[config.mk]
export PLATFORM = sky130hd
export DESIGN_NAME = volume_ctrl
export DESIGN_NICKNAME = d
export VERILOG_FILES = /design/src/rtl/volume_pkg.sv /design/src/rtl/volume_step_counter.sv /design/src/rtl/volume_ctrl.sv
export SDC_FILE = /design/constraint.sdc
export NUM_CORES = 1
export LEC_CHECK = 0
export CAP_MARGIN = 20
export CORE_MARGIN = 4
export CORE_UTILIZATION = 28
export CTS_BUF_LIST = sky130_fd_sc_hd__clkbuf_8
export CTS_CLUSTER_DIAMETER = 150
export DETAILED_ROUTE_END_ITERATION = 8
export GPL_TIMING_DRIVEN = 0
export PLACE_DENSITY_LB_ADDON = 0.1
export SETUP_SLACK_MARGIN = 0.4
export SYNTH_ARGS = -nofsm -noshare
export SYNTH_HDL_FRONTEND = slang
export SYNTH_SLANG_ARGS = --single-unit
[constraint.sdc]
create_clock -name clk_i -period 3 [get_ports clk_i]
set_input_delay 0.45 -clock clk_i [delete_from_list [all_inputs] [get_ports clk_i]]
set_output_delay 0.45 -clock clk_i [all_outputs]
set_load 0.01 [all_outputs]
[src/rtl/volume_pkg.sv]
// Shared constants and types for the volume stage: sample width, shift limits,
// reset shift and the 3-bit shift type.
package volume_pkg;

    localparam int sample_width_c = 24;
    localparam int shift_min_c    = 1;
    localparam int shift_max_c    = 7;
    localparam int shift_reset_c  = 3;

    typedef logic [2:0] shift_t;

    function automatic logic shift_in_range(input shift_t shift, input shift_t lo, input shift_t hi);
        shift_in_range = (shift >= lo) && (shift <= hi);
    endfunction

endpackage

[src/rtl/volume_step_counter.sv]
// Saturating up/down attenuation register. It steps once per cycle while a
// single control input is high and holds at the limits without wrapping.
module volume_step_counter
    import volume_pkg::*;
#(
    parameter int shift_reset_p = shift_reset_c,
    parameter int shift_min_p   = shift_min_c,
    parameter int shift_max_p   = shift_max_c
) (
    input  logic   clk_i,
    input  logic   reset_i,
    input  logic   up_i,
    input  logic   down_i,
    output shift_t shift_o
);

    localparam shift_t reset_val_c = shift_t'(shift_reset_p);
    localparam shift_t min_val_c   = shift_t'(shift_min_p);
    localparam shift_t max_val_c   = shift_t'(shift_max_p);

    shift_t shift_q;
    shift_t shift_d;

    // Next-shift selection from the level-sensitive controls, clamped at both limits
    always_comb begin
        shift_d = shift_q;
        case ({up_i, down_i})
            2'b10: begin
                if (shift_q < max_val_c) begin
                    shift_d = shift_q + 3'd1;
                end else begin
                    shift_d = shift_q;
                end
            end
            2'b01: begin
                if (shift_q > min_val_c) begin
                    shift_d = shift_q - 3'd1;
                end else begin
                    shift_d = shift_q;
                end
            end
            default: shift_d = shift_q;
        endcase
    end

    // Shift register with synchronous reset to the default attenuation
    always_ff @(posedge clk_i) begin
        if (reset_i) begin
            shift_q <= reset_val_c;
        end else begin
            shift_q <= shift_d;
        end
    end

    assign shift_o = shift_q;

endmodule

[src/rtl/volume_ctrl.sv]
// Digital volume stage: zero-latency logical right shift of each unsigned sample
// by a registered, saturating attenuation amount.
module volume_ctrl
    import volume_pkg::*;
#(
    parameter int width_p       = sample_width_c,
    parameter int shift_reset_p = shift_reset_c,
    parameter int shift_min_p   = shift_min_c,
    parameter int shift_max_p   = shift_max_c
) (
    input  logic               clk_i,
    input  logic               reset_i,
    input  logic [width_p-1:0] sound_i,
    input  logic               up_i,
    input  logic               down_i,
    output logic [width_p-1:0] sound_o
);

    shift_t             shift_r;
    logic [width_p-1:0] sound_s;

    volume_step_counter #(
        .shift_reset_p (shift_reset_p),
        .shift_min_p   (shift_min_p),
        .shift_max_p   (shift_max_p)
    ) u_step_counter (
        .clk_i   (clk_i),
        .reset_i (reset_i),
        .up_i    (up_i),
        .down_i  (down_i),
        .shift_o (shift_r)
    );

    // Barrel shift; shift 0 is unreachable, so the fallback mutes rather than passes full scale
    always_comb begin
        sound_s = {width_p{1'b0}};
        case (shift_r)
            3'd1:    sound_s = sound_i >> 3'd1;
            3'd2:    sound_s = sound_i >> 3'd2;
            3'd3:    sound_s = sound_i >> 3'd3;
            3'd4:    sound_s = sound_i >> 3'd4;
            3'd5:    sound_s = sound_i >> 3'd5;
            3'd6:    sound_s = sound_i >> 3'd6;
            3'd7:    sound_s = sound_i >> 3'd7;
            default: sound_s = {width_p{1'b0}};
        endcase
    end

    assign sound_o = sound_s;

    volume_shift_chk #(
        .shift_min_p (shift_min_p),
        .shift_max_p (shift_max_p)
    ) u_shift_chk (
        .clk_i   (clk_i),
        .reset_i (reset_i),
        .shift_i (shift_r)
    );

endmodule

// Range checker for the attenuation register.
module volume_shift_chk
    import volume_pkg::*;
#(
    parameter int shift_min_p = shift_min_c,
    parameter int shift_max_p = shift_max_c
) (
    input logic   clk_i,
    input logic   reset_i,
    input shift_t shift_i
);

    localparam shift_t min_val_c = shift_t'(shift_min_p);
    localparam shift_t max_val_c = shift_t'(shift_max_p);

    a_shift_in_range: assert property (@(posedge clk_i) disable iff (reset_i)
        shift_in_range(shift_i, min_val_c, max_val_c));

endmodule

==> impl_metrics.yaml <==
run_status:
  outcome: "finished with violations"
  violations: "DRC"
critical_path:
  crit_end: "sound_o[13]"
  cp-startpoint: "u_step_counter.shift_o[1]$_SDFFE_PP1P_"
  crit_fanout: 10
  arrival_ns: 2.03
  cp-end-kind: "output port"
  worstRegToRegCells: 5
  path_class: "reg2out"
  ff2ff_setup_slack_ns: 1.57
  r2r-start: "u_step_counter.shift_o[0]$_SDFFE_PP1P_"
  timing.rr.end: "u_step_counter.shift_o[2]$_SDFFE_PP0P_"
  crit_path_start_kind: "flip-flop"
  required_ns: 2.55
route:
  drc_errors: 17
  drt-pass1-iter-count: 9
  routed_wl_mm: 5.36
  wl_per_cell_um: 19.9
  viasPerCell: 6.55
  via_count: 1769
  final_antenna_net_count: 0
  drt_iter0_drc: 374
synth:
  synthFlopType: "dfxtp_1"
  postSynthAreaPerCell_um2: 7.28
  netlist_instances: 167
  synthArstFlopShare: 0
  ys_seq_area_frac: 0.0494
  synth-edff-count: 0
  syn_area_um2: 1220
  synth_cell_types: 33
  synth_nets: 204
  yosys_warnings: 0
  synth_seq_cells: 3
finish:
  multi_input_area_um2: 1020
  final_cells: 270
  fin_nets: 258
  final_common_cell: "a222oi_1"
  largest_reg_flops: 3
  final_cell_mix: "33 x a222oi_1, 26 x clkdlybuf4s50_1, 20 x nand2_1"
  drive_above_1_share: 0.155
  regArea_um2: 66.3
  n_fill_cell: 439
  n_antenna_cell: 0
  syn2layout_area_growth_pct: 53.4
floorplan:
  die_h_um: 73.9
  die_w_um: 73.9
  ios: 52
  rows: 23
  core_um2: 4090
  die-area_um2: 5460
  initial_utilization: 0.298
timing:
  setup_viol: 0
  period_share: 0.827
  rsz0062_at_grt: "false"
  hold_viol_final: 0
  skew_ns: 0.00235
  setup_tns_ns: 0
  slew_viol_final: 0
  finalCriticalPeriod_ns: 2.48
  max_freq_ghz: 0.403
cts:
  cts_root_buf: "clkbuf_8"
  ctsHoldBuffers: 0
  cts_max_level: 1
  numCtsBuffers: 3
  cts_tree: "built"
  clk_pin_slew_ns: 0.03
  cts_max_path_buffers: 2
  cts.sinks: 3
  clk_latency_ns: 0.22
global_routing:
  grt_pass1_vias: 1657
  grt_overflow: 0
  grt_pass1_wl_mm: 8.53
  grt_usage: 0.192
  antenna_found_initial: 0
  grt_max_degree: 11
power_and_ir_drop:
  p_leak_nw: 0.826
  vdd_drop_max_v: 0.000299
  power_density_nw_per_um2: 509
placed_design:
  dp_hpwl_mm: 3.71
  place.gp.congestion: 0.826
  dp.cells: 265
  port_buffers: 48
job:
  cap_viol_max_count: 0
hold_path:
  hold_path.class: "reg2reg"
  hp-start: "u_step_counter.shift_o[1]$_SDFFE_PP1P_"
==> timing repair <==
action,in CTS,in global routing
setup endpoints to repair,23,13
setup buffers,0,1
pin swaps,0,4
resized for setup,37,14
==> worst min-delay path by stage <==
stage / end / depth (start not counted)
CTS: u_step_counter.shift_o[1]$_SDFFE_PP1P_ / 1
detailed placement: u_step_counter.shift_o[0]$_SDFFE_PP1P_ / 2
global placement: u_step_counter.shift_o[0]$_SDFFE_PP1P_ / 2
floorplan: u_step_counter.shift_o[0]$_SDFFE_PP1P_ / 2
finish: u_step_counter.shift_o[1]$_SDFFE_PP1P_ / 1
global route: u_step_counter.shift_o[1]$_SDFFE_PP1P_ / 1
==> worst max-delay path: stages, from the launching register on <==
cell,delay [ns]
dfxtp_4,0.36
inv_2,0.06
ha_1,0.18
buf_6,0.14
nor2b_1,0.13
buf_6,0.14
buf_6,0.14
a222oi_1,0.23
a31oi_1,0.13
dlygate4sd2_1,0.29
==> per-stage QoR <==
step / util / hold WS (ns) / power (mW) / area (um^2) / setup slack, ns
2_1_floorplan: - / 0.539 / 0.493 / 1220 / 0.947
3_3_place_gp: 0.430 / 0.594 / 0.857 / 1760 / 0.152
3_5_place_dp: 0.430 / 0.608 / 0.860 / 1760 / 0.153
4_1_cts: 0.449 / 0.577 / 0.958 / 1830 / 0.252
5_1_grt: 0.457 / 0.547 / 1.02 / 1870 / 0.414
6_report: 0.457 / 0.535 / 0.950 / 1870 / 0.518
==> cells by family after synthesis <==
kind of cell	after synthesis	share of synthesized area
XOR/XNOR	1	0.00720
other	1	0.00308
adder cells (fa/ha/maj)	9	0.0926
AO/OA/AOI/OAI	71	0.491
multiplexers	3	0.0267
flip-flops	3	0.0494
AND/OR/NAND/NOR	51	0.214
buffers and inverters	28	0.116
==> cell usage after synthesis (all sizes together) (4+ instances only) <==
master | number | area share
a222oi | 33 | 0.27
nor2b | 5 | 0.026
a21oi | 4 | 0.016
nand2b | 15 | 0.077
clkbuf | 10 | 0.031
buf | 12 | 0.067
a31oi | 18 | 0.093
ha | 9 | 0.093
nand2 | 20 | 0.062
nor2 | 4 | 0.012
inv | 6 | 0.019
==> final cells by class <==
class / instances / area share
Buffer: 22 / 0.0832
Clock buffer: 3 / 0.0221
Clock inverter: 1 / 0.00201
Inverter: 6 / 0.0121
Multi-Input combinational cell: 136 / 0.547
Sequential cell: 3 / 0.0355
Tap cell: 50 / 0.0335
Timing Repair Buffer: 49 / 0.265
==> power breakdown <==
| part | switching, mW | internal (mW) |
|---|---|---|
| sequential | 0.0129 | 0.0495 |
| clock | 0.0270 | 0.0871 |
| combinational | 0.397 | 0.376 |
| total | 0.437 | 0.513 |
==> layer usage <==
layer | vias to the layer above | global-route usage | share of wire
li1 | 800 | - | -
met1 | 822 | 0.254 | 0.39
met2 | 142 | 0.327 | 0.48
met3 | 5 | 0.0219 | 0.12
met4 | 0 | 0.0523 | 0.0073
met5 | - | 0 | 0
No activity file was read; power rests on OpenSTA's default activity.
